`config.mk`:
```
export PLATFORM = sky130hd
export DESIGN_NAME = frv_mem_arbiter
export DESIGN_NICKNAME = d
export VERILOG_FILES = /design/src/rtl/frv_mem_arbiter_pkg.sv /design/src/rtl/frv_mem_arbiter.sv
export SDC_FILE = /design/constraint.sdc
export NUM_CORES = 1
export LEC_CHECK = 0
export BUFFER_PORTS_ARGS = -buffer_cell sky130_fd_sc_hd__buf_4
export CORE_AREA = 2 2 121 123
export DETAILED_ROUTE_END_ITERATION = 8
export DIE_AREA = 0 0 123 125
export PLACE_DENSITY = 0.48
export SLEW_MARGIN = 0
export SYNTH_ARGS = -nofsm -noshare
export SYNTH_HDL_FRONTEND = slang
export SYNTH_SLANG_ARGS = --single-unit
```
`constraint.sdc`:
```
create_clock -name g_clk -period 1.8 [get_ports g_clk]
set_clock_uncertainty 0.2 [all_clocks]
set_input_delay 0.18 -clock g_clk [delete_from_list [all_inputs] [get_ports g_clk]]
set_output_delay 0.18 -clock g_clk [all_outputs]
set_load 0.05 [all_outputs]
```
`src/rtl/frv_mem_arbiter_pkg.sv`:
```
// frv_mem_arbiter_pkg: shared constants and helpers for the fetch/data memory arbiter
package frv_mem_arbiter_pkg;

  localparam int XL = 31;

  localparam logic FRV_ARB_OWN_FETCH = 1'b0;
  localparam logic FRV_ARB_OWN_DATA  = 1'b1;

  localparam int FRV_ARB_STREAK_W = 4;

  typedef logic [XL:0]               xword_t;
  typedef logic [FRV_ARB_STREAK_W-1:0] streak_t;

  function automatic streak_t streak_inc(input streak_t s, input streak_t m);
    return (s < m) ? s + 1'b1 : m;
  endfunction

endpackage

```
`src/rtl/frv_mem_arbiter.sv`:
```
// frv_mem_arbiter: data-priority arbiter of fetch and data ports onto one memory port
module frv_mem_arbiter
  import frv_mem_arbiter_pkg::*;
#(
  parameter int ARB_MAX_DSTREAK   = 4,
  parameter int ARB_DATA_PRIORITY = 1
) (
  input  logic         g_clk,
  input  logic         g_resetn,
  input  logic         imem_cen,
  input  logic         imem_wen,
  input  logic [3:0]   imem_strb,
  input  logic [XL:0]  imem_addr,
  input  logic [XL:0]  imem_wdata,
  output logic         imem_stall,
  output logic         imem_error,
  output logic [XL:0]  imem_rdata,
  input  logic         dmem_cen,
  input  logic         dmem_wen,
  input  logic [3:0]   dmem_strb,
  input  logic [XL:0]  dmem_addr,
  input  logic [XL:0]  dmem_wdata,
  output logic         dmem_stall,
  output logic         dmem_error,
  output logic [XL:0]  dmem_rdata,
  output logic         mem_cen,
  output logic         mem_wen,
  output logic [3:0]   mem_strb,
  output logic [XL:0]  mem_addr,
  output logic [XL:0]  mem_wdata,
  input  logic         mem_stall,
  input  logic         mem_error,
  input  logic [XL:0]  mem_rdata
);

  localparam streak_t L_MAX = FRV_ARB_STREAK_W'(ARB_MAX_DSTREAK);

  logic    r_lock;
  logic    r_lock_owner;
  streak_t r_streak;

  logic w_sel_v;
  logic w_sel_d;
  logic w_gnt_i;
  logic w_gnt_d;
  logic w_hold;

  // pick an owner: a locked transaction keeps it, otherwise data wins ties until the streak cap
  always_comb begin
    w_sel_v = 1'b0;
    w_sel_d = FRV_ARB_OWN_FETCH;
    if (!g_resetn) begin
      w_sel_v = 1'b0;
    end else if (r_lock) begin
      w_sel_v = 1'b1;
      w_sel_d = r_lock_owner;
    end else if (imem_cen && dmem_cen) begin
      w_sel_v = 1'b1;
      w_sel_d = (ARB_DATA_PRIORITY != 0) && (r_streak < L_MAX);
    end else if (imem_cen || dmem_cen) begin
      w_sel_v = 1'b1;
      w_sel_d = dmem_cen;
    end
  end

  // a grant only counts while its owner still requests, so an abandoned lock drops mem_cen at once
  assign w_gnt_d = w_sel_v &&  w_sel_d && dmem_cen;
  assign w_gnt_i = w_sel_v && !w_sel_d && imem_cen;
  assign w_hold  = mem_cen && mem_stall;

  assign mem_cen   = w_gnt_d || w_gnt_i;
  assign mem_wen   = w_gnt_d ? dmem_wen   : (w_gnt_i && imem_wen);
  assign mem_strb  = w_gnt_d ? dmem_strb  : w_gnt_i ? imem_strb  : '0;
  assign mem_addr  = w_gnt_d ? dmem_addr  : w_gnt_i ? imem_addr  : '0;
  assign mem_wdata = w_gnt_d ? dmem_wdata : w_gnt_i ? imem_wdata : '0;

  assign imem_stall = imem_cen && (w_gnt_i ? mem_stall : 1'b1);
  assign dmem_stall = dmem_cen && (w_gnt_d ? mem_stall : 1'b1);
  assign imem_rdata = mem_rdata;
  assign dmem_rdata = mem_rdata;
  assign imem_error = mem_error && w_gnt_i;
  assign dmem_error = mem_error && w_gnt_d;

  // lock follows stalled transactions; streak counts data completions that made fetch wait
  always_ff @(posedge g_clk) begin
    if (!g_resetn) begin
      r_lock       <= 1'b0;
      r_lock_owner <= FRV_ARB_OWN_FETCH;
      r_streak     <= '0;
    end else begin
      r_lock <= w_hold;
      if (w_hold) r_lock_owner <= w_gnt_d ? FRV_ARB_OWN_DATA : FRV_ARB_OWN_FETCH;
      r_streak <= (!imem_cen || (w_gnt_i && !mem_stall)) ? '0 :
                  (w_gnt_d && !mem_stall) ? streak_inc(r_streak, L_MAX) : r_streak;
    end
  end

endmodule

```
# Word level (Yosys, flattened, before mapping)
# Index checks and enable logic that the tools add are counted.
op_classes:
  n_lt_le_gt_ge: 1
  reduce_logical: 20
  bitwise_logic: 1
  muxes: 19
  addsub: 1
ops:
  columns: ["cell", "count"]
  rows:
  - ["$mux W32", 4]
  - ["$logic_and A1 B1 Y1", 13]
  - ["$mux W1", 12]
  - ["$mux W4", 3]
  - ["$add A4 B1 Y4 const B", 1]
  - ["$lt A4 B3 Y1 const B", 1]
  - ["$logic_not A1 Y1", 3]
  - ["$logic_or A1 B1 Y1", 3]
  - ["$reduce_or A2 Y1", 1]
  - ["$not A1 Y1", 1]
word_totals:
  in_bits: 176
  output_inout_bits: 138
  wordCells: 45
  regBits: 6

# Longest topological paths before layout
# Gate-level depths: netlist of the first run.
logic_depth:
  depth_word: 11
  ltp_mapped: 6
  ltp_nobuf: 4

# Worst setup path after synthesis of the first run
# No wires, ideal clock.
synth_timing:
  kind: "register to output"
  start: "reg r_streak[2]"
  end: "out mem_addr[0]"
  slack_ns: -0.339
  t_required_ns: 1.420
  stages_incl_launch_ff: 6
  arrival_time_ns: 1.759
  path_buffers: 2
  path_cell_list: "dfxtp_1 -> o21ai_2 -> a22o_4 -> buf_12 -> buf_12 -> mux2i_1"
synth_between:
  elab_chain_cells: 9
synth_lines:
  columns: ["element", "line", "rtl"]
  rows:
  - ["start: declaration", "frv_mem_arbiter.sv:40", "streak_t r_streak;"]
  - ["start signal: assignment", "frv_mem_arbiter.sv:93", "r_streak <= (!imem_cen || (w_gnt_i && !mem_stall)) ? '0 :"]
  - ["$lt A4 B3 Y1 *", "frv_mem_arbiter.sv:59", "w_sel_d = (ARB_DATA_PRIORITY != 0) && (r_streak < L_MAX);"]
  - ["$mux W1 *", "frv_mem_arbiter.sv:57", "end else if (imem_cen && dmem_cen) begin"]
  - ["$mux W1 *", "frv_mem_arbiter.sv:54", "end else if (r_lock) begin"]
  - ["$mux W1 *", "frv_mem_arbiter.sv:52", "if (!g_resetn) begin"]
  - ["$logic_not A1 Y1", "frv_mem_arbiter.sv:68", "assign w_gnt_i = w_sel_v && !w_sel_d && imem_cen;"]
  - ["$logic_and A1 B1 Y1 (2 in a row)", "frv_mem_arbiter.sv:68", null]
  - ["$mux W32", "frv_mem_arbiter.sv:74", "assign mem_addr = w_gnt_d ? dmem_addr : w_gnt_i ? imem_addr : '0;"]
  - ["$mux W32 *", "frv_mem_arbiter.sv:74", null]
  - ["end: declaration", "frv_mem_arbiter.sv:29", "output logic [XL:0] mem_addr,"]
# Every way passes the cells marked *; elsewhere a longest branch is shown, timed or not.

# Worst setup path in the final report of the first run
layout_timing:
  start: "reg r_streak[2]"
  end: "out mem_wdata[9]"
layout_between:
  elab_chain_cells: 9
layout_lines:
  columns: ["element", "line", "rtl"]
  rows:
  - ["$lt A4 B3 Y1 *", "frv_mem_arbiter.sv:59", null]
  - ["$mux W1 *", "frv_mem_arbiter.sv:57", null]
  - ["$mux W1 *", "frv_mem_arbiter.sv:54", null]
  - ["$mux W1 *", "frv_mem_arbiter.sv:52", null]
  - ["$logic_not A1 Y1", "frv_mem_arbiter.sv:68", null]
  - ["$logic_and A1 B1 Y1 (2 in a row)", "frv_mem_arbiter.sv:68", null]
  - ["$mux W32", "frv_mem_arbiter.sv:75", "assign mem_wdata = w_gnt_d ? dmem_wdata : w_gnt_i ? imem_wdata : '0;"]
  - ["$mux W32 *", "frv_mem_arbiter.sv:75", null]
  - ["end: declaration", "frv_mem_arbiter.sv:30", "output logic [XL:0] mem_wdata,"]
# Marked as above.

==> metrics.yaml, run 1 <==
syn_avg_cell_area_sq_um: 6.89
gp_congestion: 0.754
status: "finished, violations left"
pwr-share-clk_pct: 18.9
leakage_nw: 2.07
post-route-min-period_ps: 2060
clockBufferDepth: 2
coreArea_sq_um: 14200
cts_made_buffers: 3
fmax_mhz: 485
wl_um: 11000
synth-warning-count: 0
dr.pass1.iters: 4
ir_worst_vdd_mv: 0.321
synthArstFlopShare_pct: 0
slew_headroom_pct: 87.4
comb_power_share_pct: 73.8
worst_pin_slew_ps: 186
start_util_pct: 16.3
gr-usage-met1_pct: 13.6
diodes: 0
tns_ps: -13680
cap_violations: 0
met3_usage_pct: 3.01
cp_data_required_time_ps: 1420
grt_overflow: 0
initialDrtViolationCount: 72
dpl_worst_slack_ps: -19.4
postCtsHoldBufs: 0
grt_max_degree: 41
ant_nets: 0
use_met2_pct: 26.4
via_per_inst: 4.17
grt_util_all_layers_pct: 13.1
grt_pass1_vias: 3085
area_growth_pct: 104
dieArea_sq_um: 15400
via_count: 2838
fin_crit_sh_pct: 115
clk_pin_slew_worst_paths_ps: 40
powerDensity_nw_per_um2: 410
intPower_w: 0.00112
critPathKind: "flip-flop to output pin"
nFillCells: 1480
die_w_um: 123
failed_checks: "setup timing"
p_sw_w: 0.000815
final-setup-viol-count: 74
die_y_um: 125
root_buffer: "clkbuf_16"
std_cell_rows: 44
multi_input_area_sq_um: 1900
hold_violations: 0
grt_first_pass_wirelength_um: 16000
cts_max_level: 1
setup_ws_ps: -262
crit_arrival_ps: 1680
swShare_pct: 42.2
endpoint_kind: "output pin"
grt_setup_unrepaired: "true"
worstPathMaxFanout: 12
slew_violations: 0
grt-busiest-layer: "met2"
dp_hpwl_um: 8270
start_kind: "flip-flop"
drc_errors: 0
regArea_sq_um: 126
hold_path_class: "primary input to flip-flop"
io_pins: 314
cts_sinks: 6
synth-seq-area-share_pct: 5.19
io_buffers: 217
synth_nets: 513
syn-cell-area_sq_um: 2310
synth_seq_cells: 6
seqPwrFrac_pct: 7.3
clock_latency_ps: 230
synthFlopType: "dfxtp_1"
drive_above_1_share_pct: 66.5
synth_edf_count: 0
cts_tree: "built"
netlist_instances: 336
synth_cell_types: 29
wire_per_inst_um: 16.1
antenna_found_initial: 0
nets: 675
[layout make-up]
type	instances	area share [%]
tap	184	4.89
multi-input combinational	240	40.3
clock buffer	3	1.59
timing repair buffer	247	50.6
sequential	6	2.68
[critical path, cell delays in order (launching register included)]
cell and delay [ps]:
dfxtp_2 330, o21ai_4 160, a22o_4 180, buf_12 130
buf_12 170, mux2i_4 280, buf_6 190
[per-layer routing]
layer	part of all wire, %	wire [um]
met1	33	3650
met2	56	6170
met3	9.2	1010
met4	1.2	132
met5	0	0
[through the flow]
stage          cell area [sq um]  hold slack, ps  utilization [%]  total power, W  std cells
4_1_cts                     4600            38.9             32.4         0.00192        679
2_1_floorplan               2570             119                -         0.00129        336
3_5_place_dp                3920             161             27.6         0.00134        662
6_report                    4710            44.6             33.1         0.00193        680
5_1_grt                     4710            68.2             33.1         0.00201        680
3_3_place_gp                3920             161             27.6         0.00134        662
[power groups by stage]
stage / clock network, W / logic, W / registers [W]
6_report: 0.000365 / 0.00142 / 0.000141
5_1_grt: 0.000376 / 0.00150 / 0.000142
4_1_cts: 0.000370 / 0.00141 / 0.000141
3_5_place_dp: 0 / 0.00120 / 0.000144
3_3_place_gp: 0 / 0.00119 / 0.000144
2_1_floorplan: 0 / 0.00115 / 0.000143
[cell families after synthesis]
family	Yosys count	share of synthesized area (%)
buf+inv	90	31.5
fa+ha+maj	1	0.541
compound gates	14	5.19
flops	6	5.19
simple gates	154	26.6
mux	71	30.9
[cells in the final DEF, fill, tap and decap left out, types with 3 or more instances in the layout]
| master | Yosys | routed |
|---|---|---|
| buf_6 | 0 | 75 |
| buf_4 | 65 | 154 |
| buf_12 | 8 | 13 |
| clkbuf_16 | 0 | 5 |
| dfxtp_1 | 6 | 3 |
| mux2i_2 | 0 | 51 |
| mux2i_4 | 0 | 18 |
| nand2_1 | 142 | 142 |
| o211ai_1 | 3 | 3 |
[cell usage after synthesis (2+ instances only)]
| cell type | number | share of area [%] |
|---|---|---|
| buf_12 | 8 | 6.9 |
| o21a_1 | 2 | 0.65 |
| nand2_1 | 142 | 23 |
| and2_1 | 2 | 0.54 |
| mux2i_1 | 70 | 30 |
| buf_4 | 65 | 21 |
| buf_2 | 14 | 3.0 |
| dfxtp_1 | 6 | 5.2 |
| o211ai_1 | 3 | 0.97 |
| o31ai_1 | 2 | 0.65 |
| nor2_1 | 2 | 0.32 |
| clkbuf_1 | 3 | 0.49 |
[flip-flops by register name (all words and copies together), names as in the netlist]
register	flops
r_streak	4
r_lock_owner	1
r_lock	1
[final timing paths]
kind | endpoint | cells after the start | slack [ps] | startpoint
setup / recovery | mem_wdata[9] | 6 | -260 | r_streak[2]$_SDFFE_PP0P_
hold / removal | r_lock_owner$_SDFFE_PN0P_ | 3 | 40 | g_resetn
setup reg to reg | r_streak[2]$_SDFFE_PP0P_ | 6 | 120 | r_streak[2]$_SDFFE_PP0P_
hold reg to reg | r_streak[1]$_SDFFE_PP0P_ | 2 | 290 | r_streak[1]$_SDFFE_PP0P_
[repair_timing]
action	4_1_cts	5_1_grt
endpoints found under the setup margin	73	75
cloned	4	2
pin swaps	2	2
gates resized for setup	94	14
setup buffers	10	1
Note: power is estimated with default switching activity, not from simulation.
==> run 2: changes to the inputs <==
--- a/config.mk
+++ b/config.mk
@@ -6,10 +6,12 @@
 export NUM_CORES = 1
 export LEC_CHECK = 0
 export BUFFER_PORTS_ARGS = -buffer_cell sky130_fd_sc_hd__buf_4
-export CORE_AREA = 2 2 121 123
+export CELL_PAD_IN_SITES_DETAIL_PLACEMENT = 0
+export CELL_PAD_IN_SITES_GLOBAL_PLACEMENT = 1
+export CORE_ASPECT_RATIO = 0.8
+export CORE_UTILIZATION = 17
 export DETAILED_ROUTE_END_ITERATION = 8
-export DIE_AREA = 0 0 123 125
-export PLACE_DENSITY = 0.48
+export PLACE_DENSITY = 0.79
 export SLEW_MARGIN = 0
 export SYNTH_ARGS = -nofsm -noshare
 export SYNTH_HDL_FRONTEND = slang
==> constraint.sdc (replaced) <==
create_clock -name g_clk -period 1.7 [get_ports g_clk]
set_clock_uncertainty 0.2 [all_clocks]
set_input_delay 0.17 -clock g_clk [delete_from_list [all_inputs] [get_ports g_clk]]
set_output_delay 0.17 -clock g_clk [all_outputs]
set_load 0.005 [all_outputs]
==> metrics.yaml, run 2 (synthesis gave the netlist of run 1 again) <==
crit_arrival_ps: 1540  # -140 ps
tns_ps: -11040  # +2640 ps
start_kind: "flip-flop"
clockBufferDepth: 2  # unchanged
antenna_found_initial: 0  # unchanged
slew_headroom_pct: 82.3  # -5.1 points
area_growth_pct: 70.5
root_buffer: "clkbuf_16"
initialDrtViolationCount: 71  # -1.4%
post-route-util_pct: 30.2  # -2.9 points
grt_pass1_vias: 2619  # -15%
start_util_pct: 17.7  # +1.4 points
ir_worst_vdd_mv: 0.237  # -26%
reg_top3: "r_streak: 4 flops, r_lock: 1 flops, r_lock_owner: 1 flops"
critPathKind: "flip-flop to output pin"
cap_violations: 0  # unchanged
clk_pin_slew_worst_paths_ps: 30  # about the same
die_w_um: 132  # +7.7%
comb_power_share_pct: 62.4  # -11 points
swShare_pct: 28.8  # -13 points
std_cell_rows: 37  # -16%
hold_path_class: "primary input to flip-flop"
final_cell_mix: "buf_4 (233), nand2_1 (142), mux2i_1 (68)"
dr.pass1.iters: 4  # unchanged
endpoint_kind: "output pin"
drive_above_1_share_pct: 53.6  # -13 points
grt_first_pass_wirelength_um: 12500  # -22%
nets: 679  # +0.59%
grt_overflow: 0  # unchanged
wl_um: 8300  # -24%
grt_util_all_layers_pct: 10.6  # -2.6 points
cts_max_level: 1  # unchanged
pwr-share-clk_pct: 27.0  # +8.1 points
cts_tree: "built"
cts_sinks: 6  # unchanged
grt_setup_unrepaired: "true"
cts_made_buffers: 3  # unchanged
fin_crit_sh_pct: 112
p_sw_w: 0.000406  # -50%
powerDensity_nw_per_um2: 357  # -13%
gp_congestion: 0.797  # +5.8%
largest_register: "r_streak"
setup_ws_ps: -205  # +56.4 ps
via_count: 2721  # -4.1%
hold_violations: 0  # unchanged
holdWs_ps: 39.7  # -4.82 ps
coreArea_sq_um: 13100  # -8.1%
wire_per_inst_um: 12.3  # -24%
worstPathMaxFanout: 12  # unchanged
diodes: 0  # unchanged
status: "finished, violations left"
dp_hpwl_um: 6710  # -19%
drc_errors: 0  # unchanged
grt_max_degree: 48  # +17%
intPower_w: 0.00100  # -10%
post-route-min-period_ps: 1910
seqPwrFrac_pct: 10.7  # +3.4 points
io_pins: 314  # unchanged
clock_latency_ps: 230  # about the same
slew_violations: 0  # unchanged
failed_checks: "setup timing"
leakage_nw: 2.06  # -0.56%
io_buffers: 217  # unchanged
worst_pin_slew_ps: 266  # +80.4 ps
fmax_mhz: 525
layout_commonest_cell: "buf_4"
ant_nets: 0  # unchanged
final-setup-viol-count: 72  # -2.7%
dieArea_sq_um: 14100  # -8.4%
largest_reg_flops: 4  # unchanged
via_per_inst: 4.03  # -3.4%
die_y_um: 106  # -15%
cp_data_required_time_ps: 1330  # -90 ps
## run 2: changes by cell type in the layout (fill, tap and decap cells not counted), sizes merged
cell	delta
clkbuf	-1
buf	+5
## run 2: path summary, 6_finish.rpt
check                                 from  slack [ps]  cells past startpoint                   endpoint
setup / recovery  r_streak[2]$_SDFFE_PP0P_        -210                      6              mem_wdata[14]
hold / removal                    g_resetn          40                      3  r_lock_owner$_SDFFE_PN0P_
setup reg to reg         r_lock$_SDFF_PN0_         310                      4          r_lock$_SDFF_PN0_
hold reg to reg   r_streak[0]$_SDFFE_PP0P_         310                      2   r_streak[0]$_SDFFE_PP0P_
## run 2: metal layers
metal | up-vias | track usage, % | share of wire (%)
li1 | 1358 | - | -
met1 | 1216 | 12.5 | 40
met2 | 140 | 18.7 | 51
met3 | 7 | 3.67 | 9.3
met4 | 0 | 1.48 | 0.46
met5 | - | 0 | 0
## run 2: area by class of cell
type | instances | area (sq um)
Clock buffer | 3 | 75.1
Fill cell | 1431 | 9110
Sequential cell | 6 | 128
Tap cell | 175 | 219
Timing Repair Buffer | 251 | 2040
Multi-Input combinational cell | 240 | 1490
## run 2: power by group through the flow
stage / clock network, W / logic, W / registers (W)
6_report: 0.000380 / 0.000878 / 0.000151
2_1_floorplan: 0 / 0.000486 / 0.000151
3_3_place_gp: 0 / 0.000815 / 0.000152
4_1_cts: 0.000385 / 0.000855 / 0.000150
3_5_place_dp: 0 / 0.000830 / 0.000153
5_1_grt: 0.000394 / 0.000946 / 0.000151
## run 2: repair_timing
item,4_1_cts,5_1_grt
endpoints found under the setup margin,74,74
buffers inserted,7,4
hold buffers,0,0
hold endpoints to repair,0,0
cloned,0,1
pin swaps,1,5
gates resized for setup,9,9
## run 2: through the flow
step	setup slack, ps	instance area, sq um	std cells	total power (W)
2_1_floorplan	188	2310	336	0.000638
3_3_place_gp	24.2	3710	661	0.000967
3_5_place_dp	2.63	3710	661	0.000982
4_1_cts	-219	3860	671	0.00139
5_1_grt	-280	3950	675	0.00149
6_report	-205	3950	675	0.00141
## run 2: worst max-delay path: stages (launching register included)
cell,delay (ps)
dfxtp_2,310
o21ai_2,160
a22o_4,170
buf_12,150
buf_4,150
mux2i_1,210
buf_4,140
